--- config.mk ---
export PLATFORM = sky130hd
export DESIGN_NAME = counter_updown
export DESIGN_NICKNAME = d
export VERILOG_FILES = /design/src/rtl/counter_updown.sv
export SDC_FILE = /design/constraint.sdc
export NUM_CORES = 1
export LEC_CHECK = 0
export ABC_AREA = 1
export CAP_MARGIN = 20
export CORE_AREA = 5 5 42 44
export DETAILED_ROUTE_END_ITERATION = 8
export DIE_AREA = 0 0 47 49
export PLACE_DENSITY = 0.71
export SLEW_MARGIN = 20
export SYNTH_ARGS = -nofsm -noshare
export SYNTH_HDL_FRONTEND = slang
export SYNTH_SLANG_ARGS = --single-unit
export TNS_END_PERCENT = 30
--- constraint.sdc ---
create_clock -name ctrl -period 2.1 [get_ports ctrl]
set_clock_uncertainty 0.1 [all_clocks]
set_input_delay 0.21 -clock ctrl [delete_from_list [all_inputs] [get_ports ctrl]]
set_output_delay 0.21 -clock ctrl [all_outputs]
set_load 0.01 [all_outputs]
--- src/rtl/counter_updown.sv ---
// Up/down modulo counter with run-time step, wrap or saturate mode, terminal-event
// flag and load range check; q/tc/err pass through a clearable DELAY-stage pipeline.

package counter_updown_pkg;
   typedef struct packed {
      logic clock;
      logic reset;
   } Data_Control_T;
endpackage

module counter_updown #(
   parameter int unsigned MAX      = 16,
   parameter int unsigned WIDTH    = $clog2(MAX),
   parameter bit          SATURATE = 1'b0,
   parameter int unsigned DELAY    = 0
) (
   input  counter_updown_pkg::Data_Control_T ctrl,
   input  logic [WIDTH-1:0]                  d,
   input  logic                              load,
   input  logic                              enable,
   input  logic                              down,
   input  logic [WIDTH-1:0]                  step,
   output logic [WIDTH-1:0]                  q,
   output logic                              tc,
   output logic                              err
);

   localparam logic [WIDTH:0]   max_w  = (WIDTH+1)'(MAX);
   localparam logic [WIDTH-1:0] top_w  = WIDTH'(MAX - 1);
   localparam bit               native = (MAX == (32'd1 << WIDTH));

   logic             clk;
   logic             rst_n;
   logic [WIDTH-1:0] c, c_n;
   logic             tc_r, tc_n;
   logic             err_r, err_n;
   logic [WIDTH:0]   s_up;
   logic             ovf, borrow;
   logic [WIDTH-1:0] up_wrap, dn_wrap;

   assign clk   = ctrl.clock;
   assign rst_n = ctrl.reset;

   // With MAX == 2**WIDTH the wrap result is plain modular arithmetic and the
   // overflow test is just the carry bit, so no magnitude comparator is built.
   always_comb begin
      s_up   = {1'b0, c} + {1'b0, step};
      borrow = (c < step);
      if (native) begin
         ovf     = s_up[WIDTH];
         up_wrap = c + step;
         dn_wrap = c - step;
      end else begin
         ovf     = (s_up >= max_w);
         up_wrap = WIDTH'(s_up - max_w);
         dn_wrap = WIDTH'({1'b0, c} + max_w - {1'b0, step});
      end
   end

   always_comb begin
      c_n   = c;
      tc_n  = 1'b0;
      err_n = err_r;
      if (load) begin
         if ({1'b0, d} >= max_w) begin
            c_n   = top_w;
            err_n = 1'b1;
         end else begin
            c_n   = d;
            err_n = 1'b0;
         end
      end else if (enable) begin
         if (!down) begin
            if (ovf) begin
               tc_n = 1'b1;
               c_n  = SATURATE ? top_w : up_wrap;
            end else begin
               c_n  = s_up[WIDTH-1:0];
            end
         end else begin
            if (borrow) begin
               tc_n = 1'b1;
               c_n  = SATURATE ? '0 : dn_wrap;
            end else begin
               c_n  = c - step;
            end
         end
      end
   end

   always_ff @(posedge clk) begin
      if (!rst_n) begin
         c     <= '0;
         tc_r  <= 1'b0;
         err_r <= 1'b0;
      end else begin
         c     <= c_n;
         tc_r  <= tc_n;
         err_r <= err_n;
      end
   end

   generate
      if (DELAY == 0) begin : g_nodelay
         assign q   = c;
         assign tc  = tc_r;
         assign err = err_r;
      end else begin : g_delay
         logic [WIDTH+1:0] pipe [DELAY];

         always_ff @(posedge clk) begin
            if (!rst_n) begin
               for (int unsigned i = 0; i < DELAY; i++) pipe[i] <= '0;
            end else begin
               pipe[0] <= {c, tc_r, err_r};
               for (int unsigned i = 1; i < DELAY; i++) pipe[i] <= pipe[i-1];
            end
         end

         assign {q, tc, err} = pipe[DELAY-1];
      end
   endgenerate

endmodule

==> Word-level counts from Yosys, hierarchy flattened <==
Cells that the tools add are included.
Widths: inputs -> output; s select.
{ "op_classes": {"mul": 0, "eq_ne": 0, "reduce_logical": 2, "shifts": 0, "bitwise": 2, "addsub": 3, "n_lt_le_gt_ge": 1, "n_div": 0, "n_mux": 7} }
{ "op_table": {"columns": ["cell", "count"], "rows": [
  ["$mux 4", 4],
  ["$add 4x4->5", 1],
  ["$add 4x4->4", 1],
  ["$lt 4x4->1", 1],
  ["$sub 4x4->4", 1],
  ["$mux 1", 3],
  ["$reduce_or 3->1", 1],
  ["$not 1->1", 2],
  ["$reduce_bool 2->1", 1]
]} }
{ "totals": {"out_inout_bits": 6, "ff_bits": 5, "mem_bits_ro": 0, "ramBits": 0, "latchBits": 0, "n_memories": 0, "elab_cells": 17} }

==> Logic depth before layout (Yosys ltp) <==
Gate-level depths: netlist of run 1.
{ "logic_depth": {"word_depth": 5, "depth_mapped": 11, "ltp_nobuf": 11} }

==> Worst setup path before layout of run 1 <==
No wires, ideal clock.
{ "synth_path": {"path_type": "register -> register", "startpoint": "reg c[0], in the netlist q[0]", "endpoint": "reg c[2], in the netlist q[2]", "arrival_ns": 1.402, "stages_incl_launch_ff": 9, "slack_ns": 0.477, "setup_ns": 0.121, "n_path_buf": 0, "synth_period_minus_slack_ns": 1.623, "cell_sequence": "dfxtp_1 inv_1 ha_1 fa_1 nand2_1 o21ai_1 xor2_1 nand2_1 a31oi_1"} }
{ "synth_via": {"elab_chain_len": 5, "word_cells_on_any_way": 7, "classes_between": "add/sub: 3; mux: 4"} }
{ "synth_lines": {"columns": ["element", "line", "text"], "rows": [
  ["start: declaration", "34", "logic [WIDTH-1:0] c, c_n;"],
  ["start signal: assignment", "97", "c <= c_n;"],
  ["$add 4x4->5 / $add 4x4->4 (equally long branches)", "47, 51", null],
  ["$mux 4", "74", "if (ovf) begin"],
  ["$mux 4 *", "73", "if (!down) begin"],
  ["$mux 4 *", "72", "end else if (enable) begin"],
  ["$mux 4 *", "64", "if (load) begin"]
]} }
Mark *: on every way between the ends. The rest lies on a longest branch, timed or not. The select of a mux whose other input is x is not followed.
A chain may end at the register's enable or synchronous reset.

==> Final worst setup path of run 1 <==
{ "layout_path": {"startpoint": "in step[0]", "endpoint": "reg c[2], in the netlist q[2]"} }
{ "layout_via": {"elab_chain_len": 5, "word_cells_on_any_way": 7, "classes_between": "add/sub: 3; mux: 4"} }
{ "layout_lines": {"columns": ["element", "line", "text"], "rows": [
  ["start: declaration", "22", "input logic [WIDTH-1:0] step,"],
  ["$add 4x4->5 / $add 4x4->4 (equally long branches)", "47, 51", null],
  ["$mux 4", "74", null],
  ["$mux 4 *", "73", null],
  ["$mux 4 *", "72", null],
  ["$mux 4 *", "64", null]
]} }
Marks and branches as above.

==> results of run 1 <==
cells by family after synthesis:
family                     after synthesis  share of synthesized area
buffers and inverters                   15                      0.117
DFF                                      5                      0.196
AOI/OAI and AO/OA                       11                      0.134
xor gates and xnor gates                 1                     0.0171
and+or+nand+nor                         34                      0.254
other                                    1                    0.00733
adders and majority gates               10                      0.274
cells in the final DEF (no fill, tap or decap):
cell type        count
a21oi_1              3
clkdlybuf4s50_1     16
inv_1               14
o21ai_2              1
nand3_1              2
o311ai_1             1
o21ai_1              1
xor2_1               1
a31oi_1              1
dfxtp_1              5
nand2_1             23
bufinv_8             1
conb_1               1
fa_1                 2
o211ai_1             1
nor2_1               9
clkbuf_4            13
o21ai_0              2
inv_2                1
ha_1                 8
a22oi_1              1
clkbuf_1             2
flip-flops by register name (all words and copies together), names as in the netlist:
| register | count |
|---|---|
| tc | 1 |
| q | 4 |
worst max path at each step:
stage	to	slack [ns]	depth (start not counted)
floorplan	q[2]	0.48	8
global placement	q[2]	0.15	8
detailed placement	q[2]	0.12	8
CTS	q[2]	0.32	8
global route	q[2]	0.14	7
finish	q[2]	0.29	8
critical path: cells and delay by family:
| kind | cells | cell delay [ns] |
|---|---|---|
| AOI/OAI and AO/OA | 2 | 0.31 |
| xor gates and xnor gates | 1 | 0.17 |
| adders and majority gates | 2 | 0.57 |
| buffers and inverters | 2 | 0.55 |
| and+or+nand+nor | 1 | 0.08 |
per-stage QoR:
| stage | hold slack, ns | util | power [uW] | instances |
|---|---|---|---|---|
| 2_1_floorplan | -0.00237 | - | 401 | 77 |
| 3_3_place_gp | -0.00237 | 0.488 | 528 | 108 |
| 3_5_place_dp | -0.00237 | 0.488 | 531 | 108 |
| 4_1_cts | 0.0348 | 0.579 | 991 | 125 |
| 5_1_grt | 0.0603 | 0.579 | 1080 | 125 |
| 6_report | 0.0235 | 0.579 | 980 | 125 |
report_power, final:
group / leakage [uW] / total, uW / internal (uW) / switching, uW
clock: 0.000104 / 476 / 325 / 151
sequential: 0.0000413 / 166 / 130 / 35.8
combinational: 0.000273 / 337 / 165 / 173
metal layers:
layer	global-route usage	vias up	part of all wire
met2	0.210	36	0.51
li1	-	299	-
met3	0.177	9	0.080
met5	0.0286	-	0
met4	0.258	0	0.040
met1	0.131	263	0.37
cell type report:
class	count	share of cell area
Inverter	12	0.0556
Sequential cell	5	0.123
Clock inverter	4	0.0355
Timing Repair Buffer	16	0.198
Multi-Input combinational cell	57	0.434
Tap cell	16	0.0247
Clock buffer	15	0.130
==> metrics.txt, run 1 <==
status complete, no violations; die height between 40 and 50 um; GR Overflow Total 0; Design Area, Final ~810 um2; worst slack, placed approximately 0.12 ns; post-cts resize count 0; Reg clk slew, reported paths about 0.040 ns; DRC violations left 0; largest net degree at the start of global routing 8; critical path required time about 2.2 ns; share of cells above drive strength 1 0.147; top post-synthesis cells by area dfxtp_1 20%, ha_1 20%, nand2_1 17%; Mapped Area 512 um2; Synth top cells by count 23 x nand2_1, 13 x inv_1, 9 x nor2_1; top-count cell post-synth nand2_1; vias in the first global route 709; Syn Area/Cell about 6.6 um2; CTS tree done; row cnt 14; post-synthesis register bit count 5; via count roughly 610; total of max-cap violations 0; Hold EP q[0]; Crit. Startpoint step[0]; Syn Nets 100; post-synthesis async set-or-reset flop share 0; routed wire length between 1000 and 1500 um; DRT antenna net count 0; Tcrit/Tclk final 0.862; Hold Crit Depth 4; initial antenna violation count 0; Worst VDD drop between 0.6 and 0.7 mV; Die Area ~2300 um2; final hold violation count 0; Tmin final ~1.8 ns; via/cell ratio ~4.9; initial DRC count 27; power density over the cells 1210 nW/um2; register area 100 um2; Initial Utilization 0.365; number of synthesized flops with an enable pin 0; Layout area overhead 58.4%; dominant synthesized flop cell dfxtp_1; final setup fails 0; reg2reg start q[0]; Detail Placement HPWL 956 um; Netlist cell types 19; placed inst area 684 um2; Antenna Cells 0; die width 47 um; GRT Util Overall 0.181; Crit Path Class in2reg; Worst path slowest cell clkdlybuf4s50_1; area taken by multi-input logic gates approximately 350 um2; reg2reg path depth 8; Final Max Tran Viols 0; Routed WL per cell ~12 um; fmax 553 MHz; critical path fanouts, max 2; Crit. End Element register; buffer count from post-CTS setup fixing 0; unrepaired setup endpoints after global routing false; Pleak 0.000418 uW; Hold Crit Class clk2reg; port bufs 16; TritonRoute pass-1 iters 4; first-pass GRT wire length roughly 2600 um; sequential area share after synthesis 0.196; area leader, netlist dfxtp_1; Worst Slack Setup Final 0.291 ns; routability cong. between 0.7 and 0.8; r2r setup slk 0.34 ns; Filler cells around 130; setup_tns 0 ns; clk_lat worst skew approximately 0.25 ns; CP cell instances clkdlybuf4s50_1 > ha_1 > inv_1 > fa_1 > o21ai_1 > xor2_1 > nand2_1 > a31oi_1; RR Endpoint q[2]; io pins 19; Setup crit start kind input pin; CP peak stage delay roughly 0.5 ns; Post-CTS Hold Fix Bufs 0; share of the synthesized area in the top cell type 0.196; hold path startpoint ctrl[0]; Syn. warnings 0; Synth Instances a little under 80; Nets between 100 and 150; Critical Path AT between 1.5 and 2 ns; Core ar. about 1400 um2
No activity file was read; power rests on OpenSTA's default activity.
==> run 2: changes to the inputs <==
--- a/config.mk
+++ b/config.mk
@@ -6,8 +6,8 @@
 export NUM_CORES = 1
 export LEC_CHECK = 0
 export ABC_AREA = 1
-export CAP_MARGIN = 20
 export CORE_AREA = 5 5 42 44
+export CTS_CLUSTER_DIAMETER = 200
 export DETAILED_ROUTE_END_ITERATION = 8
 export DIE_AREA = 0 0 47 49
 export PLACE_DENSITY = 0.71
==> results of run 2 <==
The final DEF is identical to that of run 1; final timing and power are the same.
==> patch, RTL diff (config.mk and constraints of run 2) <==
Set the parameter `SATURATE` to 1'b1 (it was 1'b0).
--- a/src/rtl/counter_updown.sv
+++ b/src/rtl/counter_updown.sv
@@ -11,7 +11,7 @@
 module counter_updown #(
    parameter int unsigned MAX      = 16,
    parameter int unsigned WIDTH    = $clog2(MAX),
-   parameter bit          SATURATE = 1'b0,
+   parameter bit          SATURATE = 1'b1,
    parameter int unsigned DELAY    = 0
 ) (
    input  counter_updown_pkg::Data_Control_T ctrl,
Formal check against the unedited RTL: not equivalent (a bounded check fails within 4 cycles, from zero or initial values).
==> patch against run 2 <==
- sequential cell count did not move
- core utilization rose by 3.2 points
- worst setup slack got worse by 0.062 ns
- final area rose by 5.6%
- synthesized area rose by 17%
- cell count rose by 7.2%
- global-route usage fell by 0.49 points
- wire length rose by 3.7%
- combinational power rose by 58%
- total power rose by 11%
- non-clock buffer count rose by 1
==> patch: results (changes against run 2) <==
==============================================================================
Status                                                            complete, no violations
GR met3 Demand/Resource                                                  0.166   -0.0111
DRC marker count from the first detailed-route iteration                    14   -48%
Overall fraction of global-route tracks in use                           0.176   -0.00494
Critical path endpoint                                                    q[1]
Delay contributed by the slowest stage of the critical path            0.43 ns   -0.07 ns
Leakage Power                                                      0.000433 uW   +3.6%
Routed wire length                                                     1550 um   +3.7%
Syn nets                                                                   113   +13%
Crit. Startpoint                                                          q[0]
Instance count after placement with tap cells included                     121   +12%
Worst hold endpoint                                                         tc
Post-Place Worst Slack                                               0.0274 ns   -0.0886 ns
Number of instances in the synthesized netlist                              90   +17%
Wire length of the first global-routing pass                           2690 um   +5.4%
Standard cell with the maximum stage delay on the critical path   sky130_fd_sc_hd__fa_1
CP Max Fanout                                                                4   +2
Vias per inst                                                             4.88   +0.51%
Share of cells above drive strength 1                                    0.153   +0.00575
Via count of the first global-routing pass                                 741   +4.5%
Top post-synthesis cells by area                                  sky130_fd_sc_hd__dfxtp_1, sky130_fd_sc_hd__ha_1, sky130_fd_sc_hd__nand2_1, sky130_fd_sc_hd__inv_1, sky130_fd_sc_hd__fa_1
Share of the cycle needed by the critical path after routing             0.891   +0.0297
Distinct cell type count after synthesis                                    19   unchanged
Routability Congestion                                                   0.779   -0.57%
Minimum hold slack                                                   0.0534 ns   +0.0299 ns
Worst voltage drop across the vdd grid                              0.000669 V   -4.3%
==============================================================================
[patch: worst min-delay path: cells and delay by family]
kind            cells  cell delay [ns]
buf+inv             2             0.21
compound gates      1             0.11
simple gates        1             0.04
[patch: layout make-up]
class,instances,area [sq um]
Tap cell,16,20.0
Fill cell,132,546
Inverter,14,52.6
Sequential cell,5,100
Timing Repair Buffer,17,168
Multi-Input combinational cell,68,429
Clock buffer,10,71.3
Clock inverter,4,15.0
[patch: cell families after synthesis]
group	Yosys count	synth area share
buf+inv	17	0.119
xor+xnor	1	0.0146
fa+ha+maj	10	0.233
other cells	1	0.00624
simple gates	44	0.319
flops	5	0.167
compound gates	12	0.142
[patch: routing by layer]
metal / wire, um / share of wire
met5: 0 / 0
met4: 23 / 0.015
met3: 133 / 0.086
met2: 756 / 0.49
met1: 633 / 0.41
[patch: power by group]
| part | total, uW | switching, uW | internal (uW) |
|---|---|---|---|
| combinational | 533 | 289 | 244 |
| clock | 374 | 145 | 229 |
| sequential | 182 | 46.7 | 135 |
| total | 1090 | 480 | 608 |
